<file path="config.mk">
export PLATFORM = sky130hd
export DESIGN_NAME = aes_round_ctrl
export DESIGN_NICKNAME = d
export VERILOG_FILES = /design/src/rtl/aes_pkg.sv /design/src/rtl/aes_round_cnt.sv /design/src/rtl/aes_round_ctrl.sv
export SDC_FILE = /design/constraint.sdc
export NUM_CORES = 1
export LEC_CHECK = 0
export ABC_AREA = 1
export ABC_CLOCK_PERIOD_IN_PS = 8990
export BUFFER_PORTS_ARGS = -buffer_cell sky130_fd_sc_hd__buf_4
export CAP_MARGIN = 30
export CORE_AREA = 2 2 305 307
export CTS_BUF_LIST = sky130_fd_sc_hd__clkbuf_2 sky130_fd_sc_hd__clkbuf_4 sky130_fd_sc_hd__clkbuf_8
export CTS_CLUSTER_DIAMETER = 100
export DETAILED_ROUTE_END_ITERATION = 10
export DIE_AREA = 0 0 307 309
export PLACE_DENSITY = 0.4
export SLEW_MARGIN = 40
export SYNTH_ARGS = -nofsm -noshare
export SYNTH_HDL_FRONTEND = slang
export SYNTH_SLANG_ARGS = --single-unit
</file>
<file path="constraint.sdc">
create_clock -name clk -period 8.99 [get_ports clk]
set_clock_uncertainty 0.1 [all_clocks]
set_input_delay 0 -clock clk [delete_from_list [all_inputs] [get_ports clk]]
set_output_delay 0 -clock clk [all_outputs]
set_load 0.02 [all_outputs]
</file>
<file path="src/rtl/aes_pkg.sv">
// Shared AES-128 types: cipher block, round index, controller FSM encoding.
// Imported by the round controller, the stage units and the key-expansion store.
package aes_pkg;

  localparam int AES_NUM_ROUNDS = 10;

  typedef logic [127:0] aes_block_t;
  typedef logic [3:0]   aes_round_t;

  typedef enum logic [2:0] {
    IDLE,
    ARK,
    SB,
    SR,
    MC,
    DONE
  } aes_ctrl_state_t;

  // Saturating step: the round index must never pass the last round.
  function automatic aes_round_t round_inc(aes_round_t r, aes_round_t last);
    return (r >= last) ? r : r + 4'd1;
  endfunction

endpackage

</file>
<file path="src/rtl/aes_round_cnt.sv">
// Round index counter: clear wins over increment, saturates at NUM_ROUNDS.
// Zero latency on last (decode of the register); no backpressure.
module aes_round_cnt
  import aes_pkg::*;
#(
  parameter int NUM_ROUNDS = AES_NUM_ROUNDS
) (
  input  logic       clk,
  input  logic       rst,
  input  logic       clr,
  input  logic       inc,
  output logic [3:0] round_idx,
  output logic       last
);

  localparam aes_round_t LAST_ROUND = aes_round_t'(NUM_ROUNDS);

  aes_round_t cnt;

  always_ff @(posedge clk or posedge rst) begin
    if (rst) begin
      cnt <= '0;
    end else if (clr) begin
      cnt <= '0;
    end else if (inc) begin
      cnt <= round_inc(cnt, LAST_ROUND);
    end
  end

  assign round_idx = cnt;
  assign last      = (cnt == LAST_ROUND);

endmodule

</file>
<file path="src/rtl/aes_round_ctrl.sv">
// AES-128 round sequencer: 40 stage cycles + 1 DONE cycle; ARK stalls while key_valid is low,
// start is ignored while busy. Optional abort input under AES_ROUND_CTRL_ABORT_EN.
module aes_round_ctrl
  import aes_pkg::*;
#(
  parameter int NUM_ROUNDS = AES_NUM_ROUNDS
) (
  input  logic         clk,
  input  logic         rst,
  input  logic         start,
  input  logic [127:0] data_in,
  input  logic         key_valid,
`ifdef AES_ROUND_CTRL_ABORT_EN
  input  logic         abort,
`endif
  input  logic [127:0] sb_out,
  input  logic [127:0] sr_out,
  input  logic [127:0] mc_out,
  input  logic [127:0] ark_out,
  output logic [127:0] state_q,
  output logic         sb_enable,
  output logic         sr_enable,
  output logic         mc_enable,
  output logic         ark_enable,
  output logic [3:0]   round_idx,
  output logic         busy,
  output logic         done
);

  aes_ctrl_state_t state, state_nxt;
  aes_block_t      blk_nxt;
  logic            cnt_clr;
  logic            cnt_inc;
  logic            last_round;

  aes_round_cnt #(
    .NUM_ROUNDS (NUM_ROUNDS)
  ) u_round_cnt (
    .clk       (clk),
    .rst       (rst),
    .clr       (cnt_clr),
    .inc       (cnt_inc),
    .round_idx (round_idx),
    .last      (last_round)
  );

  always_ff @(posedge clk or posedge rst) begin
    if (rst) begin
      state   <= IDLE;
      state_q <= '0;
    end else begin
      state   <= state_nxt;
      state_q <= blk_nxt;
    end
  end

  always_comb begin
    state_nxt = state;
    blk_nxt   = state_q;
    cnt_clr   = 1'b0;
    cnt_inc   = 1'b0;
    case (state)
      IDLE: begin
        if (start) begin
          blk_nxt   = data_in;
          cnt_clr   = 1'b1;
          state_nxt = ARK;
        end
      end
      ARK: begin
        // Round index advances here, so SB/SR/MC run with the index of their own round.
        if (key_valid) begin
          blk_nxt = ark_out;
          if (last_round) begin
            state_nxt = DONE;
          end else begin
            cnt_inc   = 1'b1;
            state_nxt = SB;
          end
        end
      end
      SB: begin
        blk_nxt   = sb_out;
        state_nxt = SR;
      end
      SR: begin
        blk_nxt   = sr_out;
        state_nxt = last_round ? ARK : MC;
      end
      MC: begin
        blk_nxt   = mc_out;
        state_nxt = ARK;
      end
      DONE: begin
        state_nxt = IDLE;
      end
      default: begin
        state_nxt = IDLE;
      end
    endcase
`ifdef AES_ROUND_CTRL_ABORT_EN
    if (abort && (state != IDLE)) begin
      state_nxt = IDLE;
      blk_nxt   = '0;
      cnt_clr   = 1'b1;
      cnt_inc   = 1'b0;
    end
`endif
  end

  assign ark_enable = (state == ARK);
  assign sb_enable  = (state == SB);
  assign sr_enable  = (state == SR);
  assign mc_enable  = (state == MC);
  assign busy       = (state != IDLE);
  assign done       = (state == DONE);

  a_enable_onehot: assert property (@(posedge clk) disable iff (rst)
    $onehot0({sb_enable, sr_enable, mc_enable, ark_enable}));

  a_round_bound: assert property (@(posedge clk) disable iff (rst)
    round_idx <= 4'(NUM_ROUNDS));

  a_no_final_mc: assert property (@(posedge clk) disable iff (rst)
    !(mc_enable && last_round));

endmodule

</file>
======== After elaboration in Yosys (flattened, before gate mapping) ========
Index checks and enable logic that the tools add are counted.
Widths: inputs -> output; s select.
word-level totals
  register bits after elaboration ......... 135
  input port bits ......................... 644
  output and inout port bits .............. 138
cells by class
  $add $sub $neg .......................... 1
  order comparisons ....................... 1
  equality and inequality tests ........... 9
  muxes and demuxes ....................... 16
  reductions and logical operators ........ 7
operators by type and width
  operator             count
  $pmux 128 s5         1
  $mux 128             2
  $pmux 3 s5           1
  $mux 3               4
  $mux 4               3
  $eq 3x2->1 const B   2
  $eq 3x3->1 const B   2
  $ne 2x2->1 const B   3
  $mux 1               5
  $reduce_bool 5->1    1
  $add 4x1->4 const B  1
  $eq 4x4->1 const B   1
  $ge 4x4->1 const B   1
  $reduce_and 2->1     2
  $eq 3x1->1 const B   1
  $logic_not 3->1      1
  $reduce_and 3->1     1
  $reduce_bool 3->1    1
  $reduce_bool 2->1    1

======== Longest topological paths before layout ========
  depth in word-level cells ............... 6
  mapped depth ............................ 11

======== Hierarchy ========
A second synthesis with hierarchy kept.
second synthesis, totals
  cell total of the unflattened synthesis .. 2278
  area, all modules ....................... 12069.1 um^2
modules (own cells, without submodules)
  module          times used  cells each  area each (um^2)
  aes_round_ctrl  1           2242        11802.6
  aes_round_cnt   1           36          266.5

======== Least setup slack after synthesis ========
OpenSTA, ideal clock, no wires.
  path type ............................... flip-flop to flip-flop
  from .................................... register state[2]
  to ...................................... register u_round_cnt.cnt[3] (netlist: u_round_cnt.round_idx[3])
  setup time .............................. 0.077 ns
  arrival time ............................ 1.539 ns
  data required time ...................... 8.813 ns
  path slack .............................. 7.273 ns
  stages on the path, launching flop included .. 11
  path buffers ............................ 3
  path through ............................ dfrtp_1 -> buf_2 -> inv_2 -> buf_6 -> buf_6 -> nand2_1 -> nor2_1 -> nand2_1 -> nor2_1 -> nand2_1 -> a21oi_1
on the way
  longest elaborated chain between the ends .. 4
  elaborated cells on any way between the ends .. 8
  those cells by class .................... 2 x eq/ne; 3 x mux; 3 x reduce/logical
ends and longest elaborated chain
  element                             RTL line              text
  start: declaration                  aes_round_ctrl.sv:30  aes_ctrl_state_t state, state_nxt;
  start signal: assignment            aes_round_ctrl.sv:52  state <= state_nxt;
  $eq 3x1->1                          --
  net ark_enable                      aes_round_ctrl.sv:24  output logic ark_enable,
  $mux 1                              aes_round_ctrl.sv:62  case (state)
  $reduce_bool 2->1 (no source line)  --
  $reduce_and 2->1 (no source line)   --
  end signal: assignment              aes_round_cnt.sv:26   cnt <= round_inc(cnt, LAST_ROUND);
  end: declaration                    aes_round_cnt.sv:18   aes_round_t cnt;
The timed path passes the listed nets, and every way through them passes these cells.
A chain may end at the register's enable or synchronous reset.

======== Worst setup path after layout ========
  from .................................... register state[1]
  to ...................................... register state_q[53]
on the way
  longest elaborated chain between the ends .. 3
  elaborated cells on any way between the ends .. 10
  those cells by class .................... 6 x eq/ne; 1 x mux; 3 x reduce/logical
ends and longest elaborated chain
  element                                                           RTL line              text
  $eq 3x2->1, or another cell as far along                          aes_round_ctrl.sv:62
  $reduce_bool 5->1 (no source line) or $ne 2x2->1 (tied branches)  --
  $reduce_and 3->1 (no source line)                                 --
  end signal: assignment                                            aes_round_ctrl.sv:53  state_q <= blk_nxt;
  end: declaration                                                  aes_round_ctrl.sv:20  output logic [127:0] state_q,
Parallel ways exist; a longest one is shown, timed or not.

==> impl_metrics.csv <==
group,metric,value,unit
status,status,"complete, no violations",
timing,slew_viol_final,0,
final_layout,final_util,23.8,%
die,coreArea,91400,um2
run,maxCapViolations,0,
die,rows,111,
power_and_ir_drop,switching_share,54.1,%
min_path,hold_path_end,"state_q[21]$_DFFE_PP0P_",
route,postRouteAntennaNets,0,
clock_tree,cts.sink_count,135,
final_layout,final_net_count,3607,
route,first_pass_iters,5,
route,routed-via-count,17600,
timing,grt_setup_unrepaired,"no",
timing,worst-slew-pin-transition,0.936,ns
worst_setup_path,startpoint_type,"flip-flop",
power_and_ir_drop,cellLeakagePower,11.3,nW
placement,port_buffers,781,
route,drtIter0Drc,1268,
clock_tree,cts_root_buffer,"clkbuf_8",
clock_tree,tritoncts,"built",
synthesis,syn_avg_cell_area,5.75,um2
clock_tree,cts_buffer_depth,2,
clock_tree,cts.htree.levels,4,
grt,track_usage,15.9,%
worst_setup_path,cp_max_fo,130,
timing,fin_crit,4.91,ns
route,routed_wl,78.6,mm
timing,slew_headroom,37.6,%
timing,finalHoldViolations,0,
worst_setup_path,rrSetupSlack,4.08,ns
clock_tree,clock_latency,0.56,ns
grt,antenna_found_initial,4,
power_and_ir_drop,clockPowerShare,7.9,%
power_and_ir_drop,comb_power_share,75.7,%
grt,grt_max_degree,134,
worst_setup_path,endpoint_kind,"flip-flop",
synthesis,synth_seq_cells,135,
placement,place.gp.congestion,0.846,
clock_tree,cts-buffers-inserted,17,
worst_setup_path,reg2regPathDepth,13,
placement,dpl_cell_area,18500,um2
power_and_ir_drop,power.internal,3.48,mW
power_and_ir_drop,p_switching,4.10,mW
final_layout,final_cells,4162,
synthesis,syn_nets,2712,
placement,place_hpwl,56.6,mm
synthesis,synthCells,2066,
die,io_pins,782,
grt,grt_overflow,0,
power_and_ir_drop,power.total,7.58,mW
timing,fin_crit_sh,54.6,%
power_and_ir_drop,power_density,349,nW/um2
worst_setup_path,worstPathRequired,9.38,ns
synthesis,ys_warn_count,0,
die,fp.dieW,307,um
worst_setup_path,cp.arrival,5.30,ns
final_layout,finish.instance_area,21700,um2
final_layout,area_growth,82.8,%
synthesis,ys_seq_area_share,28.4,%
clock_tree,cts_resized,0,
die,die_area,94900,um2
power_and_ir_drop,ir_worst_vdd,0.189,mV
placement,dp_cells,3855,
route,wire_per_inst,18.9,um
route,drt_drc_violations_left,0,
min_path,hold_depth,8,
final_layout,fill_cells,10500,
timing,setup_violations,0,
min_path,hold_start,"mc_out[21]",
clock_tree,postCtsHoldBufs,272,
synthesis,synth_cell_types,24,
clock_tree,cts.clk_slew.worst_paths,0.10,ns
worst_setup_path,r2r_start,"state[1]$_DFFE_PP0P_",
timing,fin_setup_tns,0,ns
route,vias_per_cell,4.24,
power_and_ir_drop,p_seq_share,16.3,%
min_path,hp-class,"in -> reg",
timing,timing.fmax,204,MHz
die,initial_core_util,13.0,%
grt,grt_first_pass_wirelength,113,mm
final_layout,drive_gt1_share,28.5,%
worst_setup_path,timing.rr.end,"state_q[53]$_DFFE_PP0P_",
grt,grt_pass1_vias,17800,
worst_setup_path,crit_type,"reg -> reg",
synthesis,syn_area,11900,um2
die,die_h,309,um
clock_tree,post-cts-setup-buffer-count,0,
## layout make-up
class	count	area [um2]	share of cell area, %
repair buffers	1075	8830	40.7
multi-input cells	1717	7510	34.6
flip-flops and latches	135	3390	15.6
well taps	1186	1480	6.83
clock buffers	20	275	1.27
clock inverters	12	143	0.657
inverters	15	71.3	0.328
diodes	2	5.00	0.0230
## power by group through the flow
stage / logic [mW] / registers [mW] / clock network [mW]
final: 5.74 / 1.24 / 0.601
after detailed placement: 4.91 / 1.25 / 0
after global routing: 6.36 / 1.28 / 0.650
after floorplan: 2.80 / 1.47 / 0
after CTS: 5.80 / 1.24 / 0.641
after global placement: 4.90 / 1.25 / 0
## synth_stat cells, drive strengths merged
| cell | count | area, um2 |
|---|---|---|
| nor2 | 398 | 1500 |
| xor2 | 1 | 8.76 |
| nand3 | 260 | 1310 |
| o21bai | 1 | 7.51 |
| nand4 | 257 | 1610 |
| buf | 158 | 810 |
| nand2 | 790 | 2970 |
| dfrtp | 135 | 3380 |
| nand3b | 1 | 7.51 |
| o21ai | 4 | 20.0 |
| nor3 | 1 | 5.00 |
| clkbuf | 41 | 154 |
| inv | 15 | 56.3 |
| ha | 2 | 25.0 |
| a21oi | 2 | 10.0 |
## kinds of logic (layout without fill, tap and decap cells)
family	after synthesis	after routing	share of synthesized area, %
and+or+nand+nor	1707	1707	62.4
buffers and inverters	214	1122	8.59
DFF	135	135	28.4
AOI/OAI and AO/OA	7	7	0.316
adders and majority gates	2	2	0.211
xor gates and xnor gates	1	1	0.0738
other	0	2	0
## state kept, by name, indices dropped and copies added, names as in the netlist
| signal | flops |
|---|---|
| state | 3 |
| state_q | 128 |
| u_round_cnt.round_idx | 4 |
## worst max path at each step
stage	from	end	slack, ns	cells after the start
after detailed placement	state[1]$_DFFE_PP0P_	state_q[53]$_DFFE_PP0P_	4.82	9
after global routing	state[1]$_DFFE_PP0P_	state_q[53]$_DFFE_PP0P_	3.89	13
after CTS	state[2]$_DFFE_PP0P_	state_q[53]$_DFFE_PP0P_	3.82	12
after global placement	state[1]$_DFFE_PP0P_	state_q[25]$_DFFE_PP0P_	4.66	11
final	state[1]$_DFFE_PP0P_	state_q[53]$_DFFE_PP0P_	4.08	13
after floorplan	rst	state[0]$_DFFE_PP0P_	5.28	1
## routing by layer
layer,up-vias,GRT usage (%),routed length (um)
li1,8603,-,-
met1,8308,19.5,33200
met2,649,27.3,38200
met3,81,3.58,5120
met4,2,5.21,2010
met5,-,0,11
## worst max-delay path, stage by stage (launching register included)
cell and delay (ns):
dfrtp_4 0.77, buf_12 0.31, nor2_4 0.19, buf_4 0.47, buf_4 0.61, nand3_1 0.14
nand2_1 0.09, dlygate4sd3_1 0.55, nor2_1 0.04, dlygate4sd3_1 0.55, nand2_1 0.06, nand2_1 0.06
dlygate4sd3_1 0.56, nand2_1 0.06
## metrics by stage
stage | hold WS [ns] | setup WS [ns]
after floorplan | 0.104 | 5.28
after global placement | -0.0802 | 4.66
after detailed placement | -0.0705 | 4.82
after CTS | 0.192 | 3.82
after global routing | 0.276 | 3.89
final | 0.272 | 4.08
## cell usage in the layout, fill, tap and decap left out, types with 2 or more instances in the layout
| cell type | Yosys | layout |
|---|---|---|
| diode_2 | 0 | 2 |
| dlygate4sd3_1 | 0 | 272 |
| nand2_1 | 788 | 788 |
| clkbuf_8 | 0 | 20 |
| dfrtp_1 | 135 | 132 |
| nor2_1 | 396 | 395 |
| bufinv_16 | 0 | 2 |
| o21ai_0 | 3 | 3 |
| nand3_1 | 258 | 258 |
| buf_6 | 2 | 7 |
| clkinvlp_4 | 0 | 4 |
| clkinv_4 | 0 | 3 |
| inv_6 | 0 | 4 |
| nand4_1 | 257 | 257 |
| buf_12 | 0 | 3 |
| dfrtp_4 | 0 | 3 |
| nor2_4 | 1 | 2 |
| a21oi_1 | 2 | 2 |
| ha_1 | 2 | 2 |
| inv_1 | 12 | 11 |
| buf_4 | 14 | 792 |
(Power assumes the default switching activity.)
